===== src/rtl/ifetch_unit.sv =====
// -----------------------------------------------------------------------------
// ifetch_unit
//
// Instruction fetch unit. It owns the program counter and the instruction
// register, and runs one fetch at a time: it issues a request to instruction
// memory, waits as long as needed for the response strobe, captures the
// instruction into IR and advances the PC. A PC load that arrives while a
// fetch is in flight is parked in a one-entry pending register. When the
// fetch completes, that pending load replaces the incremented PC.
//
// Parameters
//   PC_W      program counter / instruction address width
//   INSTR_W   instruction width (matches the control unit IR width)
//   RESET_PC  PC value after reset
//
// Ports
//   clk          in   single clock, rising-edge
//   rst_n        in   asynchronous active-low reset
//   fetch_req    in   request a fetch at the current PC (accepted in IDLE only)
//   pc_load      in   load PC from pc_load_val
//   pc_load_val  in   branch/jump target
//   imem_req     out  instruction-memory request, high exactly while in WAIT
//   imem_addr    out  instruction-memory address, stable throughout WAIT
//   imem_ack     in   memory response-valid strobe (honoured in WAIT only)
//   imem_data    in   memory read data, valid with imem_ack
//   IR           out  instruction register
//   ir_valid     out  one-cycle pulse: IR was updated
//   pc           out  current program counter
//   busy         out  fetch in progress (state != IDLE)
// -----------------------------------------------------------------------------
module ifetch_unit #(
    parameter int PC_W     = 8,
    parameter int INSTR_W  = 8,
    parameter int RESET_PC = 0
) (
    input  logic               clk,
    input  logic               rst_n,
    input  logic               fetch_req,
    input  logic               pc_load,
    input  logic [PC_W-1:0]    pc_load_val,
    output logic               imem_req,
    output logic [PC_W-1:0]    imem_addr,
    input  logic               imem_ack,
    input  logic [INSTR_W-1:0] imem_data,
    output logic [INSTR_W-1:0] IR,
    output logic               ir_valid,
    output logic [PC_W-1:0]    pc,
    output logic               busy
);

    localparam logic [PC_W-1:0] LP_RESET_PC = PC_W'(RESET_PC);

    typedef enum logic [1:0] {
        IDLE = 2'd0,
        WAIT = 2'd1,
        DONE = 2'd2
    } state_t;

    state_t               r_state;
    state_t               w_next;
    logic [PC_W-1:0]      r_pc;
    logic [PC_W-1:0]      r_addr;
    logic [INSTR_W-1:0]   r_ir;
    logic                 r_pend;
    logic [PC_W-1:0]      r_pend_val;

    // A pc_load arriving in DONE is folded into the pending entry on the
    // same edge that applies it. A late load therefore still wins at DONE->IDLE.
    logic                 w_pend_flag;
    logic [PC_W-1:0]      w_pend_val;

    assign w_pend_flag = pc_load | r_pend;
    assign w_pend_val  = pc_load ? pc_load_val : r_pend_val;

    // -------------------------------------------------------------------------
    // FSM state register
    // -------------------------------------------------------------------------
    // NOTE: sequential state uses non-blocking assignments so every flop
    // samples pre-edge values, independent of block ordering.
    always_ff @(posedge clk or negedge rst_n) begin
        if (!rst_n) begin
            r_state <= IDLE;
        end else begin
            r_state <= w_next;
        end
    end

    // -------------------------------------------------------------------------
    // FSM next-state logic
    // -------------------------------------------------------------------------
    // NOTE: w_next gets its default before the case, so no path leaves it
    // unassigned and no latch is inferred.
    always_comb begin
        w_next = r_state;
        case (r_state)
            IDLE:    if (fetch_req) w_next = WAIT;
            WAIT:    if (imem_ack)  w_next = DONE;
            DONE:    w_next = IDLE;
            default: w_next = IDLE;
        endcase
    end

    // -------------------------------------------------------------------------
    // PC, fetch address, IR and pending-load registers
    // -------------------------------------------------------------------------
    // NOTE: every register here, including the pending value, is reset. This
    // keeps an aborted fetch from leaving stale or X state behind.
    always_ff @(posedge clk or negedge rst_n) begin
        if (!rst_n) begin
            r_pc       <= LP_RESET_PC;
            r_addr     <= LP_RESET_PC;
            r_ir       <= '0;
            r_pend     <= 1'b0;
            r_pend_val <= '0;
        end else begin
            case (r_state)
                IDLE: begin
                    if (pc_load) begin
                        r_pc <= pc_load_val;
                    end
                    // A same-cycle load redirects the fetch itself.
                    if (fetch_req) begin
                        r_addr <= pc_load ? pc_load_val : r_pc;
                    end
                end
                WAIT: begin
                    if (pc_load) begin
                        r_pend     <= 1'b1;
                        r_pend_val <= pc_load_val;
                    end
                    if (imem_ack) begin
                        r_ir <= imem_data;
                        r_pc <= r_pc + PC_W'(1);
                    end
                end
                DONE: begin
                    if (w_pend_flag) begin
                        r_pc <= w_pend_val;
                    end
                    r_pend <= 1'b0;
                end
                default: ;
            endcase
        end
    end

    assign imem_req  = (r_state == WAIT);
    assign imem_addr = r_addr;
    assign IR        = r_ir;
    assign ir_valid  = (r_state == DONE);
    assign pc        = r_pc;
    assign busy      = (r_state != IDLE);

endmodule


===== config.mk =====
export PLATFORM = sky130hd
export DESIGN_NAME = ifetch_unit
export DESIGN_NICKNAME = d
export VERILOG_FILES = /design/src/rtl/ifetch_unit.sv
export SDC_FILE = /design/constraint.sdc
export NUM_CORES = 1
export LEC_CHECK = 0
export ABC_CLOCK_PERIOD_IN_PS = 1800
export BUFFER_PORTS_ARGS = -buffer_cell sky130_fd_sc_hd__buf_2
export CAP_MARGIN = 20
export CORE_MARGIN = 4
export CORE_UTILIZATION = 40
export CTS_CLUSTER_SIZE = 30
export DETAILED_ROUTE_END_ITERATION = 10
export SLEW_MARGIN = 20
export SYNTH_ARGS = -nofsm -noshare
export SYNTH_HDL_FRONTEND = slang
export SYNTH_SLANG_ARGS = --single-unit

===== constraint.sdc =====
create_clock -name clk -period 1.8 [get_ports clk]
set_input_delay 0.18 -clock clk [delete_from_list [all_inputs] [get_ports clk]]
set_output_delay 0.18 -clock clk [all_outputs]
set_load 0.01 [all_outputs]

==> metrics.txt, run 1 <==
result of the run=complete, no violations; reg-to-reg critical path startpoint=r_state[1]$_DFFE_PN0P_; total power divided by cell area=1880 nW/µm²; count of endpoints failing setup in the final report=0; fin crit period=1.66 ns; buffers inserted by post-CTS timing repair=0; relative slew slack=0.740; post-layout util=0.522; die area=6040 µm²; Remaining Overflow, GRT=0; layout cells sized above 1=0.398; clock slew seen by the registers of the worst setup and hold paths=0.07 ns; 1st-pass router iterations=4; reg2reg path depth=7; WL per Instance=15.0 µm; setup repair after global routing missed its margin=false; fmax=602 MHz; total of buffers placed on input and output ports=47; worst slew pin tran=0.389 ns; # rows=25; first-pass GRT wire length=7.65 mm; ports placed on the boundary=48; async set or reset register ratio after synthesis=1.00; number of instances resized during post-cts repair=0; area growth from synthesis to layout=26.6%; worst clock skew=0.00323 ns; required time reported for the critical path endpoint=2.03 ns; vias in the first global route=1,598; area inside the core boundary=4720 µm²; antenna violations before repair=0; largest fanout of any net on the critical path=4; CTS tree=built; highest-delay cell along the critical path=dfrtp_1; last weighted congestion value of the routability-driven placer=0.829; count of nets after finishing=273; number of buffers created by CTS=5; chip width=77.7 µm; fillers=446; Longest Clk Path Bufs=2; final total negative setup slack=0 ns; cell area after layout=2460 µm²; maximum level of the CTS H-tree=2; largest incremental delay on the critical path=0.40 ns; Top FF cell, synth=dfrtp_1; endpoint of the most critical setup path=pc[0]$_DFFE_PN0P_; Detail Placement HPWL=3.54 mm; root buffer selected by CTS=clkbuf_8; via count normalized by instance count=5.18; number of hold buffers added after cts=1; terminus of the critical flop-to-flop path=pc[0]$_DFFE_PN0P_; Worst Setup Path Type=flop to flop; Ant. Diodes=0; number of remaining DRC errors=0; sequential area share after synthesis=0.450; post-synthesis instance area=1950 µm²; Critical Path Source=r_state[1]$_DFFE_PN0P_; Syn Inst Count=183; synthesized netlist net count=210; critical path, cell by cell=inv_1 -> ha_1 -> nor2b_1 -> buf_4 -> nor4_1 -> o21bai_1 -> o221a_2; Crit. End Element=flop; leakage power summed over all cells=1.13 nW; Total Wirelength=4.70 mm; path type of the worst min-delay path=input port to flop; Die Height=77.7 µm; register-to-register path setup slack=0.14 ns; routed via count=1,620; flop and latch count out of synthesis=35; synthesized area divided by synthesized cell count=10.6 µm²; Critical Path Source Type=flop; portion of the clock cycle consumed by the worst path in the final layout=0.923; instance area after placement=2350 µm²; count of warnings emitted by yosys=0; Max-Cap Viols=0; Starting Density=0.412; clock latency on the worst-skew pair=0.29 ns; max-slew violation total from the final report=0; worst-case hold slack=0.116 ns; Data arrival, critical path=1.89 ns; maximum ir drop on the vdd rail=0.000904 V; GR Util All Layers=0.161; Yosys cell types=39; remaining antenna violation count after routing=0; hold violation count in the final report=0; largest net degree at the start of global routing=18; sinks on the clock net=35; violation count after the first detailed-routing iteration=91; number of enable flip-flop cells after synthesis=0
## cell usage after synthesis, drive strengths merged (3+ instances only)
| cell type | n | area (µm²) |
|---|---|---|
| nand2 | 11 | 41.3 |
| nor4 | 5 | 31.3 |
| mux2 | 19 | 214 |
| nand4 | 3 | 18.8 |
| o22ai | 3 | 25.0 |
| nand3 | 6 | 30.0 |
| mux2i | 13 | 130 |
| clkbuf | 4 | 15.0 |
| o21ai | 6 | 30.0 |
| nor3 | 3 | 26.3 |
| ha | 6 | 75.1 |
| inv | 7 | 26.3 |
| buf | 6 | 50.0 |
| a21oi | 11 | 55.1 |
| nor2 | 17 | 63.8 |
| nand2b | 4 | 25.0 |
| dfrtp | 35 | 876 |
| o221a | 3 | 33.8 |
## routing by layer
| metal | vias up | share of wire | GRT usage |
|---|---|---|---|
| met5 | - | 0 | 0 |
| met4 | 0 | 0.013 | 0.0623 |
| met3 | 6 | 0.070 | 0.0510 |
| met2 | 60 | 0.45 | 0.235 |
| met1 | 763 | 0.47 | 0.221 |
| li1 | 791 | - | - |
## final cells by class
| type | instances | area [µm²] | area share |
|---|---|---|---|
| multi-input cells | 131 | 978 | 0.397 |
| flip-flops and latches | 35 | 876 | 0.356 |
| repair buffers | 66 | 393 | 0.159 |
| well taps | 67 | 83.8 | 0.0340 |
| clock buffers | 5 | 68.8 | 0.0279 |
| clock inverters | 2 | 37.5 | 0.0152 |
| inverters | 7 | 26.3 | 0.0107 |
## metrics by stage
stage | power [mW] | worst slack [ns] | std cells
6_report | 4.63 | 0.139 | 313
5_1_grt | 4.98 | 0.0492 | 313
4_1_cts | 4.67 | 0.127 | 313
3_5_place_dp | 3.95 | 0.157 | 305
3_3_place_gp | 3.92 | 0.160 | 305
2_1_floorplan | 3.07 | 0.0846 | 183
## worst min path at each step
stage | startpoint | end | cells past startpoint
after floorplan | rst_n | IR[0]$_DFFE_PN0P_ | 0
after global placement | rst_n | r_pend_val[6]$_DFFE_PN0P_ | 1
after detailed placement | rst_n | r_pend$_DFFE_PN0P_ | 1
after CTS | imem_data[1] | IR[1]$_DFFE_PN0P_ | 2
after global routing | imem_data[6] | IR[6]$_DFFE_PN0P_ | 2
final | imem_data[1] | IR[1]$_DFFE_PN0P_ | 2
## where the power goes
group | leakage [nW] | switching [mW] | internal [mW]
Clock | 0.0502 | 0.285 | 0.404
Sequential | 0.407 | 0.309 | 1.20
Combinational | 0.669 | 1.24 | 1.19
Total | 1.13 | 1.83 | 2.80
## cell usage in the layout, fill, tap and decap left out, types with 2 or more instances in the layout
cell	n
buf_2	47
dfrtp_1	35
mux2_2	19
nor2_1	17
buf_4	17
mux2i_1	13
nand2_1	11
a21oi_1	11
inv_1	7
nand3_1	6
o21ai_0	6
ha_1	6
nor4_1	5
clkbuf_8	5
nand2b_1	4
nand4_1	3
o221a_2	3
nor2b_1	2
nor3_1	2
o2111ai_1	2
xnor2_1	2
o22ai_1	2
o21bai_1	2
## logic make-up after synthesis
family | after synthesis | synth area share
compound gates | 37 | 0.138
xor+xnor | 2 | 0.00900
fa+ha+maj | 6 | 0.0386
buf+inv | 17 | 0.0469
flops | 35 | 0.450
mux | 32 | 0.177
simple gates | 54 | 0.141
## state kept, by name (all words and copies together) (netlist names)
| name | flops |
|---|---|
| IR | 8 |
| pc | 8 |
| r_state | 2 |
| imem_addr | 8 |
| r_pend_val | 8 |
| r_pend | 1 |
## worst max-delay path, delay by kind of cell (launching register included)
family,cells,cell delay (ns)
buffers and inverters,2,0.30
AO/OA/AOI/OAI,2,0.36
AND/OR/NAND/NOR,2,0.40
adder cells (fa/ha/maj),1,0.15
flip-flops,1,0.40
(Power assumes the default switching activity.)
==> inputs of run 2 (changes only) <==
CORE_MARGIN = 2   (was 4)
CTS_BUF_LIST = sky130_fd_sc_hd__clkbuf_16   (was default)
==> run 2 against run 1 <==
Effect of this change: cell area rose by 0.51%; global-route usage rose by 3.0 points; routed wire length is 0.30% lower; cell count shrank 4.5%; fmax down 0.63%; critical path type unchanged; critical endpoint unchanged.
==> metrics.txt, run 2 (synthesized netlist as in run 1, its figures left out) <==
number of instances resized during post-cts repair=0 (unchanged); setup repair after global routing missed its margin=false; FF+latch area=876 µm² (unchanged); fillers=436 (-2.2%); number of cells on the worst hold path=2 (unchanged); # rows=25 (unchanged); vias in the first global route=1,557 (-2.6%); Data arrival, critical path=1.84 ns (-0.05 ns); relative slew slack=0.696 (-0.0439); remaining antenna violation count after routing=0 (unchanged); number of buffers created by CTS=5 (unchanged); 1st-pass router iterations=4 (unchanged); Die Height=73.7 µm (-5.1%); cell area after layout=2480 µm² (+0.51%); maximum level of the CTS H-tree=2 (unchanged); CTS tree=built; Largest delay share family, worst path=simple AND/OR/NAND/NOR gates; Critical Path Source Type=flop; hold violation count in the final report=0 (unchanged); clock slew seen by the registers of the worst setup and hold paths=0.05 ns (-0.02 ns); violation count after the first detailed-routing iteration=84 (-7.7%); via count normalized by instance count=5.33 (+3.1%); layout cells sized above 1=0.388 (-0.0106); portion of the clock cycle consumed by the worst path in the final layout=0.929 (+0.00583); most frequent cells in the layout=buf_2, dfrtp_1, mux2_2; GR Util All Layers=0.190 (+0.0298); antenna violations before repair=0 (unchanged); end of the worst hold path=IR[0]$_DFFE_PN0P_; Buf/Inv on CP=2 (unchanged); required time reported for the critical path endpoint=1.96 ns (-0.07 ns); largest fanout of any net on the critical path=8 (+4); critical path, cell by cell=inv_1 -> ha_1 -> nor3b_2 -> nor3_4 -> buf_4 -> nand2_1 -> o221a_2; path type of the worst min-delay path=input port to flop; reg2reg path depth=7 (unchanged); die area=5440 µm² (-10%); first-pass GRT wire length=7.74 mm (+1.3%); Max-Cap Viols=0 (unchanged); max-slew violation total from the final report=0 (unchanged); area used by multi-input combinational logic=978 µm² (unchanged); Longest Clk Path Bufs=2 (unchanged); internal cell power=2.94 mW (+5.1%); routed via count=1,595 (-1.5%); area growth from synthesis to layout=27.3%; WL per Instance=15.7 µm (+4.4%); instance area after placement=2330 µm² (-0.80%); worst clock skew=0.00483 ns (+0.00160 ns); largest net degree at the start of global routing=36 (+18); sinks on the clock net=35 (unchanged); terminus of the critical flop-to-flop path=pc[0]$_DFFE_PN0P_; buffers inserted by post-CTS timing repair=0 (unchanged); count of endpoints failing setup in the final report=0 (unchanged); chip width=73.7 µm (-5.1%); Crit. End Element=flop; total design power=4.81 mW (+3.9%); count of nets after finishing=271 (-0.73%); reg-to-reg critical path startpoint=r_state[0]$_DFFE_PN0P_; Total Wirelength=4.69 mm (-0.30%); root buffer selected by CTS=clkbuf_16; share of power burned in combinational logic=0.515 (-0.010); Detail Placement HPWL=3.41 mm (-3.7%); fin crit period=1.67 ns (+0.0105 ns); last weighted congestion value of the routability-driven placer=0.815 (-1.7%); worst slew pin tran=0.456 ns (+0.0667 ns); final total negative setup slack=0 ns (unchanged); total of buffers placed on input and output ports=47 (unchanged); Remaining Overflow, GRT=0 (unchanged); clock latency on the worst-skew pair=0.28 ns (about the same); switching portion of total power=0.389 (-0.00722); ports placed on the boundary=48 (unchanged); maximum ir drop on the vdd rail=0.000777 V (-14%); largest incremental delay on the critical path=0.39 ns (about the same); Worst Setup Path Type=flop to flop; register-to-register path setup slack=0.13 ns (about the same); area inside the core boundary=4690 µm² (-0.66%); leakage power summed over all cells=1.15 nW (+1.8%); Switch Pwr=1.87 mW (+2.0%); total power divided by cell area=1940 nW/µm² (+3.4%); Hold Startpoint=imem_data[0]; number of remaining DRC errors=0 (unchanged); result of the run=complete, no violations; share of total power in sequential cells=0.316 (-0.010); highest-delay cell along the critical path=dfrtp_1; commonest non-fill, non-tap cell in the layout=buf_2; clock group share of total power=0.169 (+0.020); Ant. Diodes=0 (unchanged); fmax=598 MHz (-0.63%); Starting Density=0.415 (+0.00275)
-- run 2: layout make-up --
| type | count | share of cell area |
|---|---|---|
| multi-input cells | 131 | 0.395 |
| inverters | 7 | 0.0106 |
| repair buffers | 64 | 0.158 |
| clock buffers | 5 | 0.0505 |
| clock inverters | 3 | 0.00505 |
| well taps | 54 | 0.0273 |
| flip-flops and latches | 35 | 0.354 |
-- run 2: per-stage QoR --
stage	cells	utilization	hold WS, ns	setup slack [ns]
3_3_place_gp	290	0.496	0.249	0.183
6_report	299	0.528	0.136	0.128
3_5_place_dp	290	0.496	0.247	0.139
5_1_grt	299	0.528	0.127	0.00131
2_1_floorplan	183	-	-0.116	0.0846
4_1_cts	299	0.528	0.133	0.134
-- run 2: worst max path at each step --
stage	from	endpoint	slack [ns]	depth (start not counted)
final	r_state[0]$_DFFE_PN0P_	pc[0]$_DFFE_PN0P_	0.13	7
after global routing	r_state[1]$_DFFE_PN0P_	pc[6]$_DFFE_PN0P_	0.001	7
after CTS	r_state[1]$_DFFE_PN0P_	pc[3]$_DFFE_PN0P_	0.13	7
after detailed placement	r_state[0]$_DFFE_PN0P_	pc[0]$_DFFE_PN0P_	0.14	7
after global placement	r_state[0]$_DFFE_PN0P_	pc[0]$_DFFE_PN0P_	0.18	7
after floorplan	r_state[1]$_DFFE_PN0P_	pc[1]$_DFFE_PN0P_	0.08	8
-- run 2: routing by layer --
metal / GRT usage / routed length (µm)
met1: 0.272 / 2300
met2: 0.283 / 2100
met3: 0.0453 / 226
met4: 0.0646 / 60
met5: 0 / 0
-- run 2: power groups by stage --
| stage | registers [mW] | logic, mW | clock network, mW |
|---|---|---|---|
| 4_1_cts | 1.52 | 2.50 | 0.826 |
| 3_5_place_dp | 1.52 | 2.48 | 0 |
| 6_report | 1.52 | 2.48 | 0.812 |
| 5_1_grt | 1.58 | 2.74 | 0.869 |
| 3_3_place_gp | 1.50 | 2.47 | 0 |
| 2_1_floorplan | 1.63 | 1.44 | 0 |
-- run 2: worst register-to-register path, cell delays in order (launching register included) --
cell and delay, ns:
dfrtp_1 0.39, inv_1 0.10, ha_1 0.22, nor3b_2 0.18
nor3_4 0.19, buf_4 0.20, nand2_1 0.06, o221a_2 0.23
-- run 2: timing repair --
action / CTS / global route
hold buffers: 1 / 0
hold endpoints to repair: 35 / 0
setup endpoints to repair: 0 / 0
